==> src/rtl/phys_reg_free_list.sv <==
// -----------------------------------------------------------------------------
// phys_reg_free_list
//   Free list of physical register IDs for a register-renaming front end.
//   A circular buffer holds the IDs not currently mapped to an architectural
//   register. After reset the list fills itself with IDs NUM_LOG..NUM_PHY-1
//   (one per cycle), then serves one allocation and one release per cycle.
//   A single head-pointer checkpoint supports branch mispredict recovery.
//
// Ports
//   clk          in   clock, all state on the rising edge
//   rst_n        in   asynchronous active-low reset
//   alloc_req    in   rename requests one free physical register
//   alloc_gnt    out  combinational grant; alloc_preg is consumed when high
//   alloc_preg   out  ID at the list head (0 when the list is empty)
//   rel_valid    in   commit returns one physical register
//   rel_preg     in   ID being returned
//   ckpt_save    in   snapshot the (next-cycle) head pointer
//   flush        in   restore the head pointer from the snapshot
//   ready        out  list initialised and running
//   free_count   out  registered number of free entries
//   almost_empty out  free_count <= 2
//   err_overflow out  sticky: a release was dropped because the list was full
// -----------------------------------------------------------------------------
module phys_reg_free_list #(
  parameter int NUM_LOG  = 32,
  parameter int NUM_PHY  = 64,
  parameter int FL_DEPTH = NUM_PHY - NUM_LOG
) (
  input  logic                          clk,
  input  logic                          rst_n,
  input  logic                          alloc_req,
  output logic                          alloc_gnt,
  output logic [$clog2(NUM_PHY)-1:0]    alloc_preg,
  input  logic                          rel_valid,
  input  logic [$clog2(NUM_PHY)-1:0]    rel_preg,
  input  logic                          ckpt_save,
  input  logic                          flush,
  output logic                          ready,
  output logic [$clog2(FL_DEPTH):0]     free_count,
  output logic                          almost_empty,
  output logic                          err_overflow
);

  localparam int IDW  = $clog2(NUM_PHY);   // physical register ID width
  localparam int IW   = $clog2(FL_DEPTH);  // buffer index width
  localparam int PTRW = IW + 1;            // pointer width (extra wrap bit)

  typedef enum logic {S_INIT, S_RUN} state_t;

  state_t          state, state_n;
  logic [IW-1:0]   init_cnt, init_cnt_n;
  logic [PTRW-1:0] rd_ptr, rd_ptr_n;
  logic [PTRW-1:0] wr_ptr, wr_ptr_n;
  logic [PTRW-1:0] ckpt_ptr, ckpt_ptr_n;
  logic [PTRW-1:0] count;
  logic            empty, full, run;
  logic            rel_ok, rel_drop;
  logic            we;
  logic [IW-1:0]   waddr;
  logic [IDW-1:0]  wdata;

  logic [IDW-1:0]  entries [FL_DEPTH];

  assign run   = (state == S_RUN);
  assign count = wr_ptr - rd_ptr;
  assign empty = (count == '0);
  assign full  = (count == PTRW'(FL_DEPTH));

  // No bypass from release to allocation: an empty list never grants,
  // even when a release arrives in the same cycle.
  assign alloc_gnt  = run & alloc_req & ~empty & ~flush;
  assign alloc_preg = empty ? '0 : entries[rd_ptr[IW-1:0]];

  // A full list can still accept a release when a grant frees the head slot.
  assign rel_ok   = run & rel_valid & (~full | alloc_gnt);
  assign rel_drop = run & rel_valid & full & ~alloc_gnt;

  assign ready        = run;
  assign almost_empty = (free_count <= PTRW'(2));

  always_comb begin
    state_n    = state;
    init_cnt_n = init_cnt;
    rd_ptr_n   = rd_ptr;
    wr_ptr_n   = wr_ptr;
    ckpt_ptr_n = ckpt_ptr;
    we         = 1'b0;
    waddr      = wr_ptr[IW-1:0];
    wdata      = rel_preg;

    unique case (state)
      S_INIT: begin
        we         = 1'b1;
        waddr      = init_cnt;
        wdata      = IDW'(NUM_LOG) + IDW'(init_cnt);
        wr_ptr_n   = wr_ptr + 1'b1;
        init_cnt_n = init_cnt + 1'b1;
        if (init_cnt == IW'(FL_DEPTH - 1))
          state_n = S_RUN;
      end

      S_RUN: begin
        if (flush)
          rd_ptr_n = ckpt_ptr;
        else if (alloc_gnt)
          rd_ptr_n = rd_ptr + 1'b1;

        // Snapshot the head as it will be after this edge, so the register
        // granted alongside the branch is not handed back on a flush.
        if (ckpt_save && !flush)
          ckpt_ptr_n = alloc_gnt ? rd_ptr + 1'b1 : rd_ptr;

        if (rel_ok) begin
          we       = 1'b1;
          wr_ptr_n = wr_ptr + 1'b1;
        end
      end

      default: state_n = S_INIT;
    endcase
  end

  always_ff @(posedge clk or negedge rst_n) begin
    if (!rst_n) begin
      state        <= S_INIT;
      init_cnt     <= '0;
      rd_ptr       <= '0;
      wr_ptr       <= '0;
      ckpt_ptr     <= '0;
      free_count   <= '0;
      err_overflow <= 1'b0;
    end else begin
      state        <= state_n;
      init_cnt     <= init_cnt_n;
      rd_ptr       <= rd_ptr_n;
      wr_ptr       <= wr_ptr_n;
      ckpt_ptr     <= ckpt_ptr_n;
      free_count   <= wr_ptr_n - rd_ptr_n;
      err_overflow <= err_overflow | rel_drop;
    end
  end

  // Contents are not reset; the INIT sweep rewrites every entry.
  always_ff @(posedge clk) begin
    if (we)
      entries[waddr] <= wdata;
  end

endmodule

==> config.mk <==
export PLATFORM = sky130hd
export DESIGN_NAME = phys_reg_free_list
export DESIGN_NICKNAME = d
export VERILOG_FILES = /design/src/rtl/phys_reg_free_list.sv
export SDC_FILE = /design/constraint.sdc
export NUM_CORES = 1
export LEC_CHECK = 0
export CELL_PAD_IN_SITES_DETAIL_PLACEMENT = 0
export CELL_PAD_IN_SITES_GLOBAL_PLACEMENT = 1
export CORE_MARGIN = 5
export CORE_UTILIZATION = 40
export DETAILED_ROUTE_END_ITERATION = 7
export PLACE_DENSITY_LB_ADDON = 0.1
export SETUP_SLACK_MARGIN = 0.5
export SLEW_MARGIN = 10
export SYNTH_ARGS = -nofsm -noshare
export SYNTH_HDL_FRONTEND = slang
export SYNTH_SLANG_ARGS = --single-unit
==> constraint.sdc <==
create_clock -name clk -period 6.8 [get_ports clk]
set_input_delay 1.36 -clock clk [delete_from_list [all_inputs] [get_ports clk]]
set_output_delay 1.36 -clock clk [all_outputs]
set_load 0.02 [all_outputs]
# Word level (Yosys, flattened, before mapping)

Memories as Yosys holds them, arrays and structs flattened.
Cells that the tools add are included.

Bits in registers: 31
RAM bits: 192
Input port bits: 12
Output and inout bits: 16
Logic and storage cells: 49
Memories: 1

$add $sub $neg: 6
Magnitude comparators: 1
Equality and inequality tests: 2
Mux-type cells: 14
Bitwise operators: 14
Reductions and logical operators: 4

Memories:

| name    | words | width | read ports | clocked after memory_dff | write ports | RTL line | text |
|---|---|---|---|---|---|---|---|
| entries | 32    | 6     | 1          | 0                        | 1           | 62       | `logic [IDW-1:0] entries [FL_DEPTH];` |

Operator list:

| kind                                                                   | count |
|---|---|
| 6-bit two-way mux                                                      | 6 |
| 6-bit by 1-bit adder with 6-bit output (second input constant)         | 2 |
| 6-bit one-hot mux with 2 select lines                                  | 1 |
| 6-bit subtractor                                                       | 2 |
| 1-bit bitwise AND                                                      | 7 |
| 6-bit by 5-bit adder with 6-bit output (first input constant)          | 1 |
| 6-bit equality test (second input constant)                            | 1 |
| 6-bit by 2-bit <= comparator with 1-bit output (second input constant) | 1 |
| 6-bit logical NOT                                                      | 1 |
| 5-bit by 1-bit adder with 5-bit output (second input constant)         | 1 |
| 5-bit equality test (second input constant)                            | 1 |
| 1-bit two-way mux                                                      | 5 |
| 5-bit two-way mux                                                      | 1 |
| 1-bit NOT                                                              | 5 |
| 1-bit bitwise OR                                                       | 2 |
| 1-bit one-hot mux with 2 select lines                                  | 1 |
| 2-bit AND reduction                                                    | 1 |
| 1-bit logical AND                                                      | 1 |
| 1-bit logical NOT                                                      | 1 |

# Depth between registers and ports, before layout

Gate-level depths: netlist of the first run.

Depth after elaboration: 11
Depth in mapped cells: 21
Mapped depth without buffers: 18

# Worst setup path before layout of the first run

Ideal clock, no wire load.

Kind: reg-to-reg
Start point: register rd_ptr[2]
End point: register free_count[5]
Library setup time: 80 ps
Arrival time: 4151 ps
Data required time: 6720 ps
Setup slack: 2569 ps
Stages on the path, launching flop included: 18
Path buffers: 2
Period minus slack after synthesis: 4231 ps
Cell sequence: dfrtp_1 buf_2 clkinv_1 buf_1 ha_1 o21a_1 o21a_1 a31o_2 o21ai_1 a2bb2oi_2 mux2_2 ha_1 a21o_1 a21oi_1 o21bai_1 a21oi_1 xnor2_1 xnor2_1

Longest elaborated chain between the ends: 10
Elaborated cells on any way between the ends: 16
Those cells by class: add/sub: 3; eq/ne: 1; mux: 5; bitwise: 6; reduce/logical: 1

Ends and longest elaborated chain:

| item                                      | RTL line | text |
|---|---|---|
| from (decl)                               | 52       | `logic [PTRW-1:0] rd_ptr, rd_ptr_n;` |
| from (signal assigned)                    | 135      | `rd_ptr <= rd_ptr_n;` |
| 6-bit subtractor (*)                      | 65       | `assign count = wr_ptr - rd_ptr;` |
| 6-bit logical NOT                         | 66       | `assign empty = (count == '0);` |
| 1-bit NOT                                 | 71       | `assign alloc_gnt = run & alloc_req & ~empty & ~flush;` |
| 1-bit bitwise AND (2 in a row)            | 71       |  |
| 1-bit bitwise OR (*)                      | 75       | `assign rel_ok = run & rel_valid & (~full \| alloc_gnt);` |
| 1-bit bitwise AND (*)                     | 75       |  |
| 6-bit two-way mux (*)                     | 113      | `if (rel_ok) begin` |
| 6-bit one-hot mux with 2 select lines (*) | 91       | `unique case (state)` |
| net wr_ptr_n[1]                           | 53       | `logic [PTRW-1:0] wr_ptr, wr_ptr_n;` |
| 6-bit subtractor (*)                      | 138      | `free_count <= wr_ptr_n - rd_ptr_n;` |
| to (signal assigned)                      | 138      |  |
| to (decl)                                 | 39       | `output logic [$clog2(FL_DEPTH):0] free_count,` |

Mark *: on every way through the listed nets, which the timed path passes. The rest lies on a longest branch.
A chain may end at the register's enable or synchronous reset.

# Worst setup path in the final report of the first run

Start point: register rd_ptr[2]
End point: output alloc_gnt

Longest elaborated chain between the ends: 5

Ends and longest elaborated chain:

| item                           | RTL line | text |
|---|---|---|
| 6-bit subtractor               | 65       |  |
| 6-bit logical NOT              | 66       |  |
| 1-bit NOT                      | 71       |  |
| 1-bit bitwise AND (2 in a row) | 71       |  |
| to (decl)                      | 32       | `output logic alloc_gnt,` |

No other way between the ends.

==> results of run 1 <==
==> critical path, cell delays in order, from the launching register on <==
cell and delay, ps:
dfrtp_1 550, clkinv_1 680, ha_1 520, or2_1 260, o2111ai_1 190, o31ai_1 110, o21a_1 310, nor2_4 360
clkdlybuf4s50_1 680
==> sequential cells by signal, indices dropped and copies added, names as in the netlist <==
| register | flops |
|---|---|
| ready | 1 |
| err_overflow | 1 |
| ckpt_ptr | 6 |
| entries | 192 |
| init_cnt | 5 |
| rd_ptr | 6 |
| free_count | 6 |
| wr_ptr | 6 |
==> stage by stage <==
stage	instances	setup slack (ps)	hold WS, ps
global route	928	954.1	500.3
finish	928	1259	488.0
global placement	885	1872	467.2
CTS	928	1205	490.5
floorplan	553	2569	444.6
detailed placement	885	1794	477.3
==> synth_stat cells (2+ instances only) <==
library cell    n
ha_1           14
dfrtp_1        31
a21oi_1        13
mux2i_1         4
and2_1          2
nor3_1          2
nand4_1         6
nand4_4         2
buf_6           2
inv_1          12
o21ai_0        13
and3_1          3
edfxtp_1      192
nand2_1        54
xor2_1          3
o21a_1          5
a21o_1          3
o21ai_1         4
o31ai_1         2
a221o_1         3
buf_2           8
nand2b_1        3
clkinv_1        4
o32ai_1         5
xnor2_1        18
a221oi_1        4
clkbuf_1       11
buf_1           3
mux2_2          3
nand3_1         2
nor2_1         41
or4_1           2
mux4_2         60
==> cell usage in the layout, fill, tap and decap left out, types with 3 or more instances in the layout <==
cell             instances
a21o_1                   3
a21oi_1                 13
a221o_1                  3
a221oi_1                 4
and3_1                   3
buf_4                   10
bufinv_16                3
clkbuf_1                 4
clkbuf_16               25
clkdlybuf4s50_1         27
clkinv_1                 9
clkinv_2                 5
dfrtp_1                 29
edfxtp_1               192
ha_1                    14
inv_1                   12
mux2_2                   3
mux2i_1                  4
mux4_2                  60
nand2_1                 54
nand2b_1                 3
nand4_1                  6
nor2_1                  41
o21a_1                   5
o21ai_0                 11
o21ai_1                  4
o32ai_1                  5
xnor2_1                 18
xor2_1                   3
==> metal layers <==
| layer | wire [um] | share of wire (%) | track usage [%] |
|---|---|---|---|
| met4 | 550 | 2.5 | 4.194 |
| met1 | 9675 | 44 | 24.55 |
| met2 | 10310 | 47 | 26.33 |
| met5 | 0 | 0 | 0 |
| met3 | 1280 | 5.9 | 2.861 |
==> report_power, final <==
group          switching, mW  total (mW)  leakage (nW)  internal (mW)
combinational          0.673        1.27          1.16          0.599
sequential             0.152        1.77          2.11           1.61
clock                  0.522        1.31         0.392          0.787
total                   1.35        4.34          3.66           3.00
==> cell families (layout without fill, tap and decap cells) <==
group | after synthesis | count (layout) | share of synthesized area, %
adder cells (fa/ha/maj) | 15 | 15 | 2.048
XOR/XNOR | 21 | 21 | 1.930
flip-flops | 223 | 223 | 68.64
multiplexers | 67 | 67 | 14.95
AND/OR/NAND/NOR | 126 | 126 | 6.158
buffers and inverters | 40 | 96 | 1.838
AO/OA/AOI/OAI | 61 | 61 | 4.437
==> area by class of cell <==
cell class	instances	area [um^2]
Fill cell	2065	12510
Multi-Input combinational cell	290	2821
Timing Repair Buffer	37	345.3
Clock inverter	14	153.9
Inverter	16	60.06
Tap cell	319	399.1
Clock buffer	29	640.6
Sequential cell	223	6546
==> worst max path at each step <==
stage / from / end / slack [ps]
floorplan: rd_ptr[2] / free_count[5] / 2570
global placement: rd_ptr[2] / alloc_gnt / 1870
detailed placement: rd_ptr[2] / alloc_gnt / 1790
CTS: rd_ptr[2] / alloc_gnt / 1200
global route: rd_ptr[2] / alloc_gnt / 950
finish: rd_ptr[2] / alloc_gnt / 1260
==> flow_metrics.py, run 1 <==
metrics = {
    "run_status": {
        "status": "finished clean",
    },
    "pwr": {
        "totalPowerFinal_mw": 4.345,
        "p_leak_nw": 3.660,
        "ir_worst_vdd_mv": 0.2038,
        "p_per_area_nw_per_um2": 396.2,
    },
    "synthesis": {
        "synth_edf_count": 192,
        "synth_area_leaders": "edfxtp_1 (60%), mux4_2 (14%), dfrtp_1 (8.1%)",
        "syn_area_um2": 9530,
        "async_flop_share_pct": 13.90,
        "synth_top_area_share_pct": 60.50,
        "synth_cells": 553,
        "syn_nets": 580,
        "post-synth-top-area-cell": "edfxtp_1",
        "synth.distinct_cells": 52,
        "synth_warnings": 0,
        "synth_ff_type": "edfxtp_1",
        "ys_ff_latch": 223,
        "avgSynthCellArea_um2": 17.23,
        "ys_seq_area_share_pct": 68.64,
    },
    "route": {
        "dr.pass1.iters": 5,
        "antenna_left": 0,
        "drt_iter0_markers": 367,
        "wl_per_cell_um": 23.51,
        "drc": 0,
        "drt-vias-per-instance": 5.434,
        "wirelength_um": 21820,
        "vias": 5043,
    },
    "finish": {
        "nets": 620,
        "finish.instance_area_um2": 10970,
        "drive_gt1_share_pct": 19.70,
        "antenna_cells": 0,
        "final_util_pct": 46.72,
        "area_growth_syn_to_layout_pct": 15.07,
    },
    "cts": {
        "cts_tree": "done",
        "cts_max_level": 1,
        "postCtsResizedCells": 0,
        "clk_pin_slew_ps": 70,
        "clock_sink_count": 223,
        "cts_buffer_depth": 3,
        "root_buffer": "clkbuf_16",
        "post_cts_buffers": 0,
        "cts_buffers": 25,
        "insertion_delay_ps": 530,
        "cts_hold_buf": 0,
    },
    "hold_path": {
        "min-delay-start": "ckpt_ptr[0]",
        "hold_depth": 2,
        "worstHoldPathType": "reg -> reg",
        "hold_end": "ckpt_ptr[0]",
    },
    "sta": {
        "skew_ps": 11.41,
        "period_minus_slack_ps": 5541,
        "fin_setup_tns_ps": 0,
        "slew_headroom_pct": 19.83,
        "fmax_mhz": 180.5,
        "slew_violations": 0,
        "finalSetupViolCount": 0,
        "rsz0062_at_grt": "no",
        "worstMarginPinSlew_ps": 1200,
        "final-hold-violation-count": 0,
        "period_share_pct": 81.48,
    },
    "worst_setup_path": {
        "crit_type": "reg -> out",
        "worstReg2RegEnd": "free_count[5]",
        "r2r_setup_slack_ps": 1880,
        "cp.arrival_ps": 4180,
        "required_ps": 5440,
        "crit_path_start_kind": "flop",
        "crit_fanout": 14,
        "reg2reg_from": "rd_ptr[2]",
        "reg2regPathDepth": 15,
        "crit_path_end_kind": "output port",
    },
    "job": {
        "maxCapViolations": 0,
    },
    "placement": {
        "gp_congestion": 0.8126,
        "dp_hpwl_um": 14560,
        "postPlaceCellArea_um2": 10170,
        "io_buffer_count": 27,
    },
    "die": {
        "initial_core_util_pct": 40.60,
        "die_area_um2": 27010,
        "io_pins": 28,
        "die_h_um": 164.4,
        "die_w_um": 164.4,
        "core_um2": 23470,
        "row_count": 56,
    },
    "grt": {
        "grt_pass1_vias": 5111,
        "grt_antenna_before_repair": 0,
        "grt_max_degree": 43,
        "grt_first_pass_wirelength_um": 33230,
        "grt_usage_pct": 16.77,
        "gr-total-overflow": 0,
    },
}
Note: power is estimated with default switching activity, not from simulation.
==> run 2: changes to the inputs <==
==> constraint.sdc (replaced) <==
create_clock -name clk -period 5.5 [get_ports clk]
set_input_delay 1.1 -clock clk [delete_from_list [all_inputs] [get_ports clk]]
set_output_delay 1.1 -clock clk [all_outputs]
set_load 0.02 [all_outputs]
==> run 2 against run 1 <==
Hold slack gained 6.3 ps. First-iteration DRC count grew 19%. Setup slack lost 540 ps. Combinational power grew 25%. Count of clock-buffer cells in the layout grew 3. Die area is the same. Clock skew grew 2.2 ps. Non-clock buffer count shrank 1. Total power grew 23%. Utilization is essentially flat.
==> flow_metrics.py, run 2 (synthesis results as in run 1) <==
metrics = {
    "worst_setup_path": {
        "crit_path_start_kind": "flop",
        "crit_fanout": 21,
        "worstPathCellList": "inv_1 > ha_1 > nor2b_1 > o22a_1 > o31ai_1 > o21a_2 > nor2_4 > clkdlybuf4s50_1",
        "required_ps": 4400,
        "crit_path_end_kind": "output port",
        "crit_buf_inv": 2,
        "crit_family": "buffers and inverters",
        "crit_type": "reg -> out",
        "crit_slowest_cell": "dfrtp_2",
        "slowest_delay_ps": 740,
        "cp.arrival_ps": 3680,
    },
    "finish": {
        "drive_gt1_share_pct": 20.23,
        "layout_commonest_cell": "edfxtp_1",
        "n_fill_cell": 2045,
        "antenna_cells": 0,
        "finish.instance_area_um2": 10960,
        "final_cell_mix": "edfxtp_1 (192), mux4_2 (60), nand2_1 (53)",
        "largest_reg_flops": 192,
        "finalNonFillerCells": 927,
        "area_growth_syn_to_layout_pct": 15.01,
        "nets": 619,
        "top_register": "entries",
    },
    "grt": {
        "gr-total-overflow": 0,
        "grt_antenna_before_repair": 0,
        "grt_usage_pct": 16.40,
        "grt_first_pass_wirelength_um": 32740,
        "grt_pass1_vias": 5133,
        "grt_max_degree": 35,
    },
    "sta": {
        "slew_headroom_pct": 19.97,
        "fin_setup_tns_ps": 0,
        "final-hold-violation-count": 0,
        "period_share_pct": 86.95,
        "rsz0062_at_grt": "no",
        "slew_violations": 0,
        "finalSetupViolCount": 0,
        "worstMarginPinSlew_ps": 1198,
        "period_minus_slack_ps": 4782,
        "hold_ws_ps": 494.4,
        "fmax_mhz": 209.1,
        "skew_ps": 13.61,
    },
    "cts": {
        "insertion_delay_ps": 530,
        "cts_tree": "done",
        "cts_buffers": 25,
        "cts_hold_buf": 0,
        "postCtsResizedCells": 0,
        "clk_pin_slew_ps": 60,
        "cts_buffer_depth": 3,
        "post_cts_buffers": 0,
        "cts_max_level": 1,
        "root_buffer": "clkbuf_16",
        "clock_sink_count": 223,
    },
    "pwr": {
        "p_leak_nw": 3.640,
        "pwr-share-clk_pct": 29.7,
        "p_per_area_nw_per_um2": 485.7,
        "sw_frac_of_total_pct": 31.00,
        "power.internal_mw": 3.673,
        "power_frac_seq_pct": 40.5,
        "combPwrFrac_pct": 29.8,
        "p_sw_mw": 1.650,
        "ir_worst_vdd_mv": 0.2287,
    },
    "job": {
        "maxCapViolations": 0,
    },
    "route": {
        "vias": 5055,
        "wl_per_cell_um": 23.21,
        "drt-vias-per-instance": 5.453,
        "antenna_left": 0,
        "dr.pass1.iters": 5,
        "wirelength_um": 21520,
        "drt_iter0_markers": 438,
        "drc": 0,
    },
    "hold_path": {
        "worstHoldPathType": "reg -> reg",
    },
    "placement": {
        "dp.cells": 884,
        "postPlaceCellArea_um2": 10180,
        "dp_hpwl_um": 14150,
        "io_buffer_count": 27,
        "gp_congestion": 0.7722,
    },
    "die": {
        "die_area_um2": 27010,
        "row_count": 56,
        "die_w_um": 164.4,
        "core_um2": 23470,
        "io_pins": 28,
        "die_h_um": 164.4,
        "initial_core_util_pct": 40.60,
    },
    "run_status": {
        "status": "finished clean",
    },
}
-- run 2: cell count changes in the layout (fill, tap and decap cells not counted), moves of 2 or more --
cell / change
clkinv_1: -4
clkbuf_1: +3
clkinvlp_4: +3
buf_4: -2
-- run 2: path summary, 6_finish.rpt --
| check | from | endpoint | slack [ps] | cells past startpoint |
|---|---|---|---|---|
| worst min-delay path | ckpt_ptr[0] | ckpt_ptr[0] | 490 | 2 |
| worst max register to register | rd_ptr[4] | free_count[5] | 1190 | 16 |
| max in group asynchronous | rst_n | rd_ptr[0] | 4200 | 2 |
| worst min register to register | ckpt_ptr[0] | ckpt_ptr[0] | 490 | 2 |
| min in group asynchronous | rst_n | ckpt_ptr[4] | 970 | 2 |
| worst max-delay path | rd_ptr[1] | alloc_gnt | 720 | 8 |
-- run 2: power groups by stage --
stage	combinational (mW)	clock [mW]	sequential, mW
CTS	1.61	1.62	2.16
finish	1.59	1.58	2.16
global route	1.72	1.69	2.18
floorplan	1.14	0	2.11
detailed placement	1.60	0	2.19
global placement	1.59	0	2.19
-- run 2: metal layers --
layer	part of all wire, %	global-route usage [%]	vias up
li1	-	-	2265
met1	47	23.96	2623
met2	46	25.64	126
met3	3.7	2.585	41
met4	3.0	4.727	0
met5	0	0	-
-- run 2: worst reg2reg max path: stages (launching register included) --
cell and delay, ps:
dfrtp_1 560, clkinvlp_4 300, ha_1 450, or4_1 540, o31ai_1 290, o21a_2 310, nor2_4 140, o21a_1 210
nor2_1 130, a21o_1 150, ha_1 230, a21o_1 170, a21oi_1 220, o21bai_1 90, a21oi_1 170, xnor2_1 150
xnor2_1 130
-- run 2: through the flow --
| stage | total power, mW | util [%] | setup WS [ps] |
|---|---|---|---|
| global route | 5.597 | 46.70 | 529.9 |
| CTS | 5.393 | 46.66 | 532.6 |
| floorplan | 3.245 | - | 1269 |
| finish | 5.324 | 46.70 | 717.8 |
| global placement | 3.782 | 43.36 | 1112 |
| detailed placement | 3.792 | 43.36 | 1048 |
-- run 2: area by class of cell --
| class | count | area [um^2] | share of cell area (%) |
|---|---|---|---|
| multi-input combinational | 290 | 2825 | 25.78 |
| inverter | 16 | 63.81 | 0.5822 |
| clock inverter | 11 | 122.6 | 1.119 |
| sequential | 223 | 6548 | 59.74 |
| timing repair buffer | 36 | 350.3 | 3.196 |
| tap | 319 | 399.1 | 3.642 |
| clock buffer | 32 | 651.9 | 5.947 |
==> run 3: changes to the inputs <==
--- a/config.mk
+++ b/config.mk
@@ -7,10 +7,11 @@
 export LEC_CHECK = 0
 export CELL_PAD_IN_SITES_DETAIL_PLACEMENT = 0
 export CELL_PAD_IN_SITES_GLOBAL_PLACEMENT = 1
+export CORE_ASPECT_RATIO = 1.4
 export CORE_MARGIN = 5
 export CORE_UTILIZATION = 40
 export DETAILED_ROUTE_END_ITERATION = 7
-export PLACE_DENSITY_LB_ADDON = 0.1
+export PLACE_DENSITY = 0.65
 export SETUP_SLACK_MARGIN = 0.5
 export SLEW_MARGIN = 10
 export SYNTH_ARGS = -nofsm -noshare
==> run 3 against run 2 <==
Sequential power about the same. Critical path depth is 1 lower. Count of clock-buffer cells in the layout is 5 lower. Clock power shrank 15%. Design area shrank 1.5%. First-iteration DRC count fell by 16%. Non-clock buffer count grew 1. Combinational power up 3%. Global-route usage down 0.28 points. Wire length down 0.18%. Hold slack improved by 7.0 ps. Critical path type unchanged. Highest routed layer unchanged.
==> flow_metrics.py, run 3 (synthesis results as in run 1) <==
metrics = {
    "worst_setup_path": {
        "cp.arrival_ps": 3620,
        "required_ps": 4400,
        "r2r_setup_slack_ps": 1130,
        "slowest_delay_ps": 570,
        "cp-startpoint": "rd_ptr[4]",
        "worstPathCellList": "clkinvlp_4 > ha_1 > or4_1 > o31ai_1 > o21a_2 > a21oi_1 > clkdlybuf4s50_1",
        "crit_path_end_kind": "output port",
        "worstReg2RegEnd": "free_count[4]",
        "reg2reg_from": "rd_ptr[4]",
        "reg2regPathDepth": 15,
        "crit_path_start_kind": "flop",
        "endpoint": "alloc_preg[4]",
        "crit_type": "reg -> out",
        "crit_fanout": 11,
        "crit_slowest_cell": "clkdlybuf4s50_1",
    },
    "grt": {
        "grt_max_degree": 37,
        "gr-total-overflow": 0,
        "grt_antenna_before_repair": 0,
        "grt_pass1_vias": 5378,
        "grt_first_pass_wirelength_um": 32930,
        "grt_usage_pct": 16.11,
    },
    "cts": {
        "root_buffer": "clkbuf_16",
        "cts_max_level": 1,
        "cts_buffers": 22,
        "post_cts_buffers": 0,
        "cts_hold_buf": 0,
        "cts_buffer_depth": 3,
        "clock_sink_count": 223,
        "clk_pin_slew_ps": 70,
        "cts_tree": "done",
        "insertion_delay_ps": 510,
    },
    "pwr": {
        "totalPowerFinal_mw": 5.111,
        "ir_worst_vdd_mv": 0.3681,
        "p_leak_nw": 3.571,
        "p_per_area_nw_per_um2": 473.4,
    },
    "hold_path": {
        "hold_depth": 1,
        "worstHoldPathType": "reg -> reg",
    },
    "route": {
        "wirelength_um": 21480,
        "drt-vias-per-instance": 5.544,
        "vias": 5028,
        "antenna_left": 0,
        "wl_per_cell_um": 23.68,
        "drt_iter0_markers": 367,
        "drc": 0,
        "dr.pass1.iters": 5,
    },
    "sta": {
        "rsz0062_at_grt": "no",
        "final-hold-violation-count": 0,
        "period_minus_slack_ps": 4725,
        "skew_ps": 10.03,
        "finalSetupViolCount": 0,
        "period_share_pct": 85.90,
        "slew_headroom_pct": 22.09,
        "slew_violations": 0,
        "worstMarginPinSlew_ps": 1161,
        "fmax_mhz": 211.7,
        "fin_setup_tns_ps": 0,
    },
    "finish": {
        "drive_gt1_share_pct": 19.13,
        "final_cell_mix": "edfxtp_1 (192), mux4_2 (60), nand2_1 (54)",
        "n_fill_cell": 1964,
        "area_growth_syn_to_layout_pct": 13.29,
        "nets": 617,
        "antenna_cells": 0,
        "top_register": "entries",
        "layout_commonest_cell": "edfxtp_1",
        "largest_reg_flops": 192,
    },
    "placement": {
        "io_buffer_count": 27,
        "gp_congestion": 0.8268,
        "dp_hpwl_um": 14350,
    },
    "die": {
        "initial_core_util_pct": 40.78,
        "io_pins": 28,
        "row_count": 66,
        "die_w_um": 140.5,
        "core_um2": 23370,
        "die_area_um2": 27060,
        "die_h_um": 192.6,
    },
    "job": {
        "maxCapViolations": 0,
    },
    "run_status": {
        "status": "finished clean",
    },
}
==> run 3: cell count changes in the layout (fill, tap and decap cells not counted), sizes merged <==
cell / change
bufinv: -2
buf: +1
clkinv: -1
clkbuf: -5
==> run 3: metal layers <==
metal	wire, um	global-route usage (%)
met4	533	4.773
met2	11020	28.10
met5	0	0
met3	1184	2.776
met1	8743	20.75
==> run 3: worst min path at each step <==
| stage | startpoint | to | slack (ps) |
|---|---|---|---|
| floorplan | ckpt_ptr[0] | ckpt_ptr[0] | 440 |
| global placement | ckpt_ptr[5] | ckpt_ptr[5] | 470 |
| detailed placement | ckpt_ptr[5] | ckpt_ptr[5] | 490 |
| CTS | ckpt_ptr[5] | ckpt_ptr[5] | 510 |
| global route | init_cnt[3] | init_cnt[3] | 520 |
| finish | init_cnt[3] | init_cnt[3] | 500 |
==> run 3: worst max-delay path: cells and delay by family (launching register included) <==
| kind | cells | cell delay (ps) |
|---|---|---|
| adder cells (fa/ha/maj) | 1 | 440 |
| buffers and inverters | 2 | 850 |
| AND/OR/NAND/NOR | 1 | 550 |
| AO/OA/AOI/OAI | 3 | 700 |
| flip-flops | 1 | 560 |
==> run 3: layout make-up <==
cell class | instances | area, um^2 | share of cell area, %
multi-input combinational | 290 | 2823 | 26.14
inverter | 16 | 63.81 | 0.5910
clock buffer | 27 | 569.3 | 5.273
sequential | 223 | 6546 | 60.63
clock inverter | 8 | 53.80 | 0.4983
timing repair buffer | 37 | 357.8 | 3.314
tap | 306 | 382.9 | 3.546
==> run 3: what timing repair did <==
action / 4_1_cts / 5_1_grt
endpoints found under the hold margin: 0 / 0
gates resized for setup: 0 / 2
setup endpoints to repair: 0 / 7
==> run 3: stage by stage <==
stage,cells,hold WS (ps),instance area (um^2),setup WS [ps],utilization [%]
floorplan,553,444.6,9530,1269,-
global placement,872,474.9,10170,1033,43.51
detailed placement,872,488.0,10170,927.5,43.51
CTS,907,506.7,10790,605.3,46.18
global route,907,519.9,10800,486.9,46.20
finish,907,501.3,10800,775.3,46.20
==> run 3: where the power goes <==
group	total, mW	switching, mW	internal, mW	leakage, nW
Sequential	2.14	0.143	2.00	2.11
Clock	1.34	0.610	0.734	0.297
Combinational	1.63	0.882	0.746	1.17
